`src/rtl/trap_sequencer.sv`:
```
// Purpose : PC redirect sequencer for timer interrupt and abnormal (exception) traps.
// Latency : request edge pends at edge N, decision at N+1, redirect_o high the cycle after N+1.
// Backpr. : decisions and eret wait for a free front-end slot (stall0_i=0, branch_i=0).
//
// Ports:
//   clk, reset_jump_inte_abn   clock (rising edge), async active-high reset
//   req_timer_i, req_abn_i     level requests; a rising edge is one new request
//   eret_i                     1-cycle return-from-trap strobe
//   stall0_i, branch_i         front-end slot blockers
//   pc_i                       current PC
//   redirect_o/redirect_addr_o 1-cycle redirect strobe and its target
//   ret_addr_o                 saved return address (pc_i - PC_OFFSET at decision)
//   kernel_o                   1 while in trap handler; new traps are masked
//   cause_o                    01 timer, 10 abnormal, 00 none (last trap taken)
module trap_sequencer #(
    parameter int                ADDR_W    = 32,
    parameter logic [ADDR_W-1:0] VEC_INT   = 'h4,
    parameter logic [ADDR_W-1:0] VEC_EXC   = 'h8,
    parameter int                PC_OFFSET = 4
) (
    input  logic              clk,
    input  logic              reset_jump_inte_abn,
    input  logic              req_timer_i,
    input  logic              req_abn_i,
    input  logic              eret_i,
    input  logic              stall0_i,
    input  logic              branch_i,
    input  logic [ADDR_W-1:0] pc_i,
    output logic              redirect_o,
    output logic [ADDR_W-1:0] redirect_addr_o,
    output logic [ADDR_W-1:0] ret_addr_o,
    output logic              kernel_o,
    output logic [1:0]        cause_o
);

    localparam logic [ADDR_W-1:0] OFFS = ADDR_W'(PC_OFFSET);

    typedef enum logic [1:0] {
        IDLE   = 2'd0,
        TAKE   = 2'd1,
        KERNEL = 2'd2,
        RET    = 2'd3
    } state_t;

    state_t state, state_d;

    logic req_t_q, req_a_q;
    logic pend_t, pend_a;
    logic pend_t_d, pend_a_d;
    logic eret_hold, eret_hold_d;
    logic take_t, take_a;
    logic slot_ok;
    logic rise_t, rise_a;

    assign slot_ok = ~stall0_i & ~branch_i;
    assign rise_t  = req_timer_i & ~req_t_q;
    assign rise_a  = req_abn_i & ~req_a_q;

    always_comb begin
        state_d     = state;
        take_t      = 1'b0;
        take_a      = 1'b0;
        eret_hold_d = eret_hold;
        case (state)
            IDLE: begin
                // eret outside the handler is meaningless; never carry it in.
                eret_hold_d = 1'b0;
                if (slot_ok) begin
                    if (pend_a) begin
                        take_a  = 1'b1;
                        state_d = TAKE;
                    end else if (pend_t) begin
                        take_t  = 1'b1;
                        state_d = TAKE;
                    end
                end
            end
            TAKE: begin
                state_d = KERNEL;
            end
            KERNEL: begin
                // An eret arriving while the slot is busy is remembered until it frees.
                if (eret_i | eret_hold) begin
                    if (slot_ok) begin
                        state_d     = RET;
                        eret_hold_d = 1'b0;
                    end else begin
                        eret_hold_d = 1'b1;
                    end
                end
            end
            RET: begin
                state_d = IDLE;
            end
            default: begin
                state_d = IDLE;
            end
        endcase
        // Taking a source clears it even if a new edge arrives the same cycle.
        pend_t_d = take_t ? 1'b0 : (pend_t | rise_t);
        pend_a_d = take_a ? 1'b0 : (pend_a | rise_a);
    end

    always_ff @(posedge clk or posedge reset_jump_inte_abn) begin
        if (reset_jump_inte_abn) begin
            state           <= IDLE;
            req_t_q         <= 1'b0;
            req_a_q         <= 1'b0;
            pend_t          <= 1'b0;
            pend_a          <= 1'b0;
            eret_hold       <= 1'b0;
            redirect_o      <= 1'b0;
            redirect_addr_o <= '0;
            ret_addr_o      <= '0;
            kernel_o        <= 1'b0;
            cause_o         <= 2'b00;
        end else begin
            state      <= state_d;
            req_t_q    <= req_timer_i;
            req_a_q    <= req_abn_i;
            pend_t     <= pend_t_d;
            pend_a     <= pend_a_d;
            eret_hold  <= eret_hold_d;
            // Outputs are registered from next state so nothing combinational leaves the block.
            redirect_o <= (state_d == TAKE) || (state_d == RET);
            kernel_o   <= (state_d != IDLE);
            if (take_a || take_t) begin
                ret_addr_o      <= pc_i - OFFS;
                cause_o         <= take_a ? 2'b10 : 2'b01;
                redirect_addr_o <= take_a ? VEC_EXC : VEC_INT;
            end else if (state == KERNEL && state_d == RET) begin
                redirect_addr_o <= ret_addr_o;
            end
        end
    end

endmodule

```
`config.mk`:
```
export PLATFORM = sky130hd
export DESIGN_NAME = trap_sequencer
export DESIGN_NICKNAME = d
export VERILOG_FILES = /design/src/rtl/trap_sequencer.sv
export SDC_FILE = /design/constraint.sdc
export NUM_CORES = 1
export LEC_CHECK = 0
export BUFFER_PORTS_ARGS = -buffer_cell sky130_fd_sc_hd__buf_4
export CORE_MARGIN = 5
export CORE_UTILIZATION = 46
export DETAILED_ROUTE_END_ITERATION = 10
export GPL_ROUTABILITY_DRIVEN = 1
export PLACE_DENSITY = 0.76
export SLEW_MARGIN = 10
export SYNTH_ARGS = -nofsm -noshare
export SYNTH_HDL_FRONTEND = slang
export SYNTH_SLANG_ARGS = --single-unit
```
`constraint.sdc`:
```
create_clock -name clk -period 2.2 [get_ports clk]
set_input_delay 0.11 -clock clk [delete_from_list [all_inputs] [get_ports clk]]
set_output_delay 0.11 -clock clk [all_outputs]
set_load 0.05 [all_outputs]
```
==> Yosys cells after proc, flatten, opt, wreduce, memory -nomap -nowiden <==
Index checks and enable logic that the tools add are counted.
{ "op_classes": {"mux": 22, "bitwise": 10, "reduce_logical": 8, "n_eq_ne": 6, "addsub": 1} }
{ "op_table": {"columns": ["cell", "n"], "rows": [
  ["2-to-1 mux 32 bit", 2],
  ["subtractor 32 x 3 -> 32 bit, second input constant", 1],
  ["2-to-1 mux 2 bit", 6],
  ["2-to-1 mux 1 bit", 11],
  ["one-hot mux 2 bit (4 select lines)", 1],
  ["== test 2 bit, second input constant", 3],
  ["nonzero test 2 bit", 3],
  ["== test 2 x 1 -> 1 bit, second input constant", 2],
  ["2-to-1 mux 4 bit", 1],
  ["inverter 1 bit", 4],
  ["bitwise AND 1 bit", 3],
  ["bitwise OR 1 bit", 3],
  ["logical NOT 2 bit", 1],
  ["logical OR 1 bit", 2],
  ["!= test 2 bit, second input constant", 1],
  ["one-hot mux 1 bit (2 select lines)", 1],
  ["AND reduction 2 bit", 1],
  ["logical AND 1 bit", 1]
]} }
{ "word_totals": {"word_cells": 58, "out_inout_bits": 68, "register_bits": 75, "inputBits": 39} }

==> Longest topological paths before layout <==
{ "depth": {"word_depth": 9, "mapped_depth": 9} }

==> Least setup slack after synthesis <==
OpenSTA, ideal clock, no wires.
{ "synth_path": {"path_type": "register to register", "start": "register state[0]", "end": "register redirect_addr_o[31]", "period_less_slack_ns": 2.555, "setup_time_ns": 0.132, "path_buffers": 2, "arrival_ns": 2.423, "path_slack_ns": -0.355, "required_time_ns": 2.068, "stages_incl_launch_ff": 10, "path_cell_list": "dfrtp_1 -> inv_1 -> ha_1 -> clkbuf_1 -> nor3b_1 -> o31a_1 -> a211oi_2 -> buf_2 -> mux2i_1 -> nor2_1"} }
{ "synth_via": {"elab_chain_len": 7, "word_cells_on_any_way": 17, "cone_classes": "4 x eq/ne; 9 x mux; 4 x reduce/logical"} }
{ "synth_rtl": {"columns": ["item", "line_no", "rtl"], "rows": [
  ["start: declaration", "45", "state_t state, state_d;"],
  ["start signal: assignment", "118", "state <= state_d;"],
  ["2-to-1 mux 2 bit", "72", "end else if (pend_t) begin"],
  ["2-to-1 mux 2 bit", "69", "if (pend_a) begin"],
  ["2-to-1 mux 2 bit", "68", "if (slot_ok) begin"],
  ["one-hot mux 2 bit (4 select lines)", "64", "case (state)"],
  ["== test 2 bit", "131", "end else if (state == KERNEL && state_d == RET) begin"],
  ["logical AND 1 bit", "131", null],
  ["nonzero test 2 bit (no line)", null, null],
  ["end signal: assignment", "130", "redirect_addr_o <= take_a ? VEC_EXC : VEC_INT;"],
  ["end signal: assignment", "132", "redirect_addr_o <= ret_addr_o;"],
  ["end: declaration", "30", "output logic [ADDR_W-1:0] redirect_addr_o,"]
]} }
Parallel ways exist; a longest one is shown, timed or not.
A chain may end at the register's enable or synchronous reset.

==> Final worst setup path <==
{ "layout_path": {"start": "register state[0]", "end": "register redirect_addr_o[2]"} }
Same word-level chain as after synthesis.

==> results.cfg <==
[cells_and_area]
stdcell_count = 567
area_growth_pct = 36.37
drive_gt1_frac = 0.3141
final_cell_area_um2 = 4776
fin_nets = 505
num_antenna_cells = 0

[critical_path]
crit_cells = 8
cp_slowest_cell = dfrtp_2
required_ns = 2.42
crit_fanout = 16
critPathArrivalTime_ns = 2.26
r2r_slack_ns = 0.17
critical_path_class = flip-flop to flip-flop
cpLargestDelayFamily = compound AO/OA/AOI/OAI gates
regToRegStartpoint = state[0]
r2r_cells = 8
cpPeakStageDelay_ns = 0.42
worst_setup_path_end_kind = flip-flop
critical_path.startpoint_type = flip-flop
reg2reg_to = redirect_addr_o[2]
path_cells = inv_2, ha_2, nor3_1, o31a_1, a211oi_4, buf_12, mux2i_1, a21oi_1
path_buf_inv = 2

[power_and_ir_drop]
power_density_nw_per_um2 = 1439
p_leak_nw = 2.219
ir_drop_mv = 0.6669

[routing]
routed_wl_mm = 9.006
vias = 2938
wl_per_cell_um = 15.88
firstDrtPassIters = 4
drt_iter0_markers = 155
route.detailed.drc = 0
ant_nets = 0
via_per_inst = 5.182

[worst_hold_path]
hold_start = eret_i
hold_path_depth = 2
min_to = eret_hold
hold_path.class = input port to flip-flop

[timing]
finalMaxSlewViolations = 0
fin_skew_ns = 0.007345
setup_viol = 0
holdWs_ns = 0.02736
period_minus_slack_ns = 2.034
tightest_slew_ns = 0.6300
rsz0062_at_grt = no
fmax_ghz = 0.4918
final.period_utilization = 0.9243
hold_viol = 0
slew_headroom = 0.5785

[die]
die_area_um2 = 9459
rows = 31
core_area_um2 = 7331
io_pins = 107
start_util = 0.4777
die_w_um = 97.26
fp.dieH_um = 97.26

[synthesis]
synth-seq-area-share = 0.5288
syn_avg_cell_area_um2 = 10.12
synth_common_cells = dfrtp_1 (74), nor2_1 (48), nand2_1 (43), mux2i_1 (31), o21ai_0 (28)
synthArstFlopShare = 1.000
yosysMostFrequentCell = dfrtp_1
synth_area_um2 = 3502
yosys_most_used_dff = dfrtp_1
ys_ff_latch = 74
synthDominantCellAreaShare = 0.5288
synth_edf_count = 0
yosysWarningCount = 0
synth_top_area_cell = dfrtp_1
synthTopCellsByArea = dfrtp_1 (53%), mux2i_1 (8.9%), nor2_1 (5.1%), nand2_1 (4.6%), o21ai_0 (4.0%)
syn_inst = 346
syn_nets = 388
synth_cell_types = 40

[global_routing]
track_usage = 0.1999
grt_antenna_before_repair = 0
grt_pass1_vias = 3082
grt_pass1_wl_mm = 15.55
grt_overflow = 0
grt_max_degree = 58

[clocking]
clk_pin_slew_ns = 0.08
cts.sinks = 74
clock_path_buffers = 2
clkLatencyLatePin_ns = 0.35
post_cts_resized = 0
cts_setup_buffers = 0
cts_buffers = 9
h-tree-depth = 3
cts-root-buf = clkbuf_8
tritoncts = yes

[placement]
place_area_um2 = 4478
gp_congestion = 0.8487
dp_hpwl_mm = 6.676
place_inst = 545
portBuffers = 106

[run_status]
status = finished, final reports clean

[run]
max-cap-violations = 0
## registers in the layout, indices dropped and copies added (netlist names)
| name | cells |
|---|---|
| redirect_addr_o | 32 |
| kernel_o | 1 |
| state | 2 |
| req_t_q | 1 |
| req_a_q | 1 |
| pend_t | 1 |
| cause_o | 2 |
| eret_hold | 1 |
| pend_a | 1 |
| ret_addr_o | 32 |
## worst reg2reg max path: cells and delay by family (launching register included)
family / cells / cell delay (ns)
buf+inv: 2 / 0.28
fa+ha+maj: 1 / 0.26
simple gates: 1 / 0.07
flops: 1 / 0.42
compound gates: 3 / 0.69
mux: 1 / 0.20
## worst max-delay path by stage
| stage | from | slack, ns | to |
|---|---|---|---|
| after floorplan | state[0] | -0.01 | redirect_addr_o[31] |
| after global placement | pc_i[2] | 0.09 | ret_addr_o[30] |
| after detailed placement | pc_i[2] | 0.04 | ret_addr_o[26] |
| after CTS | state[0] | 0.10 | redirect_addr_o[2] |
| after global routing | state[0] | 0.05 | redirect_addr_o[11] |
| final | state[0] | 0.17 | redirect_addr_o[2] |
## layer usage
metal | global-route usage | vias up | wire length, um
met5 | 0 | - | 0
li1 | - | 1432 | -
met1 | 0.2573 | 1412 | 3882
met3 | 0.04666 | 17 | 491
met2 | 0.3301 | 77 | 4468
met4 | 0.07242 | 0 | 164
## cells in the final DEF, fill, tap and decap left out, types with 2 or more instances in the layout
cell type and n:
o21ai_1 3, inv_1 5, xnor2_1 14, or2_2 2
clkbuf_8 12, a31oi_1 3, mux2i_1 31, xor2_1 10
dlygate4sd3_1 6, bufinv_16 2, nand3b_1 2, nor4_2 3
inv_2 2, nand4_1 5, or4_1 7, nand2b_1 3
nor3_1 7, nand3_1 7, ha_1 2, dfrtp_1 73
nor3b_1 2, buf_4 114, or3_1 3, o21ai_0 28
buf_12 3, nor2_1 47, nand2_1 43, o211ai_1 2
nor4_1 8, a21oi_1 2
## metrics by stage
stage,TNS [ns],utilization,setup WS (ns),power [mW]
final,0,0.6515,0.1665,6.872
after global placement,0,0.6109,0.09233,5.600
after floorplan,-0.4429,-,-0.01477,4.574
after global routing,0,0.6515,0.05124,7.242
after CTS,0,0.6515,0.1015,6.929
after detailed placement,0,0.6109,0.03527,5.683
## power breakdown
part | total [mW] | leakage [nW] | switching [mW] | internal [mW]
sequential | 2.23 | 0.949 | 0.385 | 1.85
clock | 1.23 | 0.119 | 0.505 | 0.730
combinational | 3.40 | 1.15 | 2.37 | 1.03
## area by class of cell
cell class              count  area (um^2)
fillers                   602         2555
flip-flops and latches     74         1853
multi-input cells         248         1559
repair buffers            123        975.9
clock buffers              12        165.2
well taps                  99        123.9
clock inverters             4        72.57
inverters                   7        26.28
## timing repair
action,CTS,global route
hold endpoints to repair,30,0
hold buffers,6,0
setup endpoints to repair,0,1
## kinds of logic (layout without fill, tap and decap cells)
kind of cell / Yosys count / after routing / share of synthesized area
AND/OR/NAND/NOR: 145 / 145 / 0.2065
flip-flops: 74 / 74 / 0.5288
multiplexers: 31 / 31 / 0.08860
adder cells (fa/ha/maj): 3 / 3 / 0.01072
XOR/XNOR: 24 / 24 / 0.06002
AO/OA/AOI/OAI: 45 / 45 / 0.07431
buffers and inverters: 24 / 146 / 0.03108
Note: power is estimated with default switching activity, not from simulation.
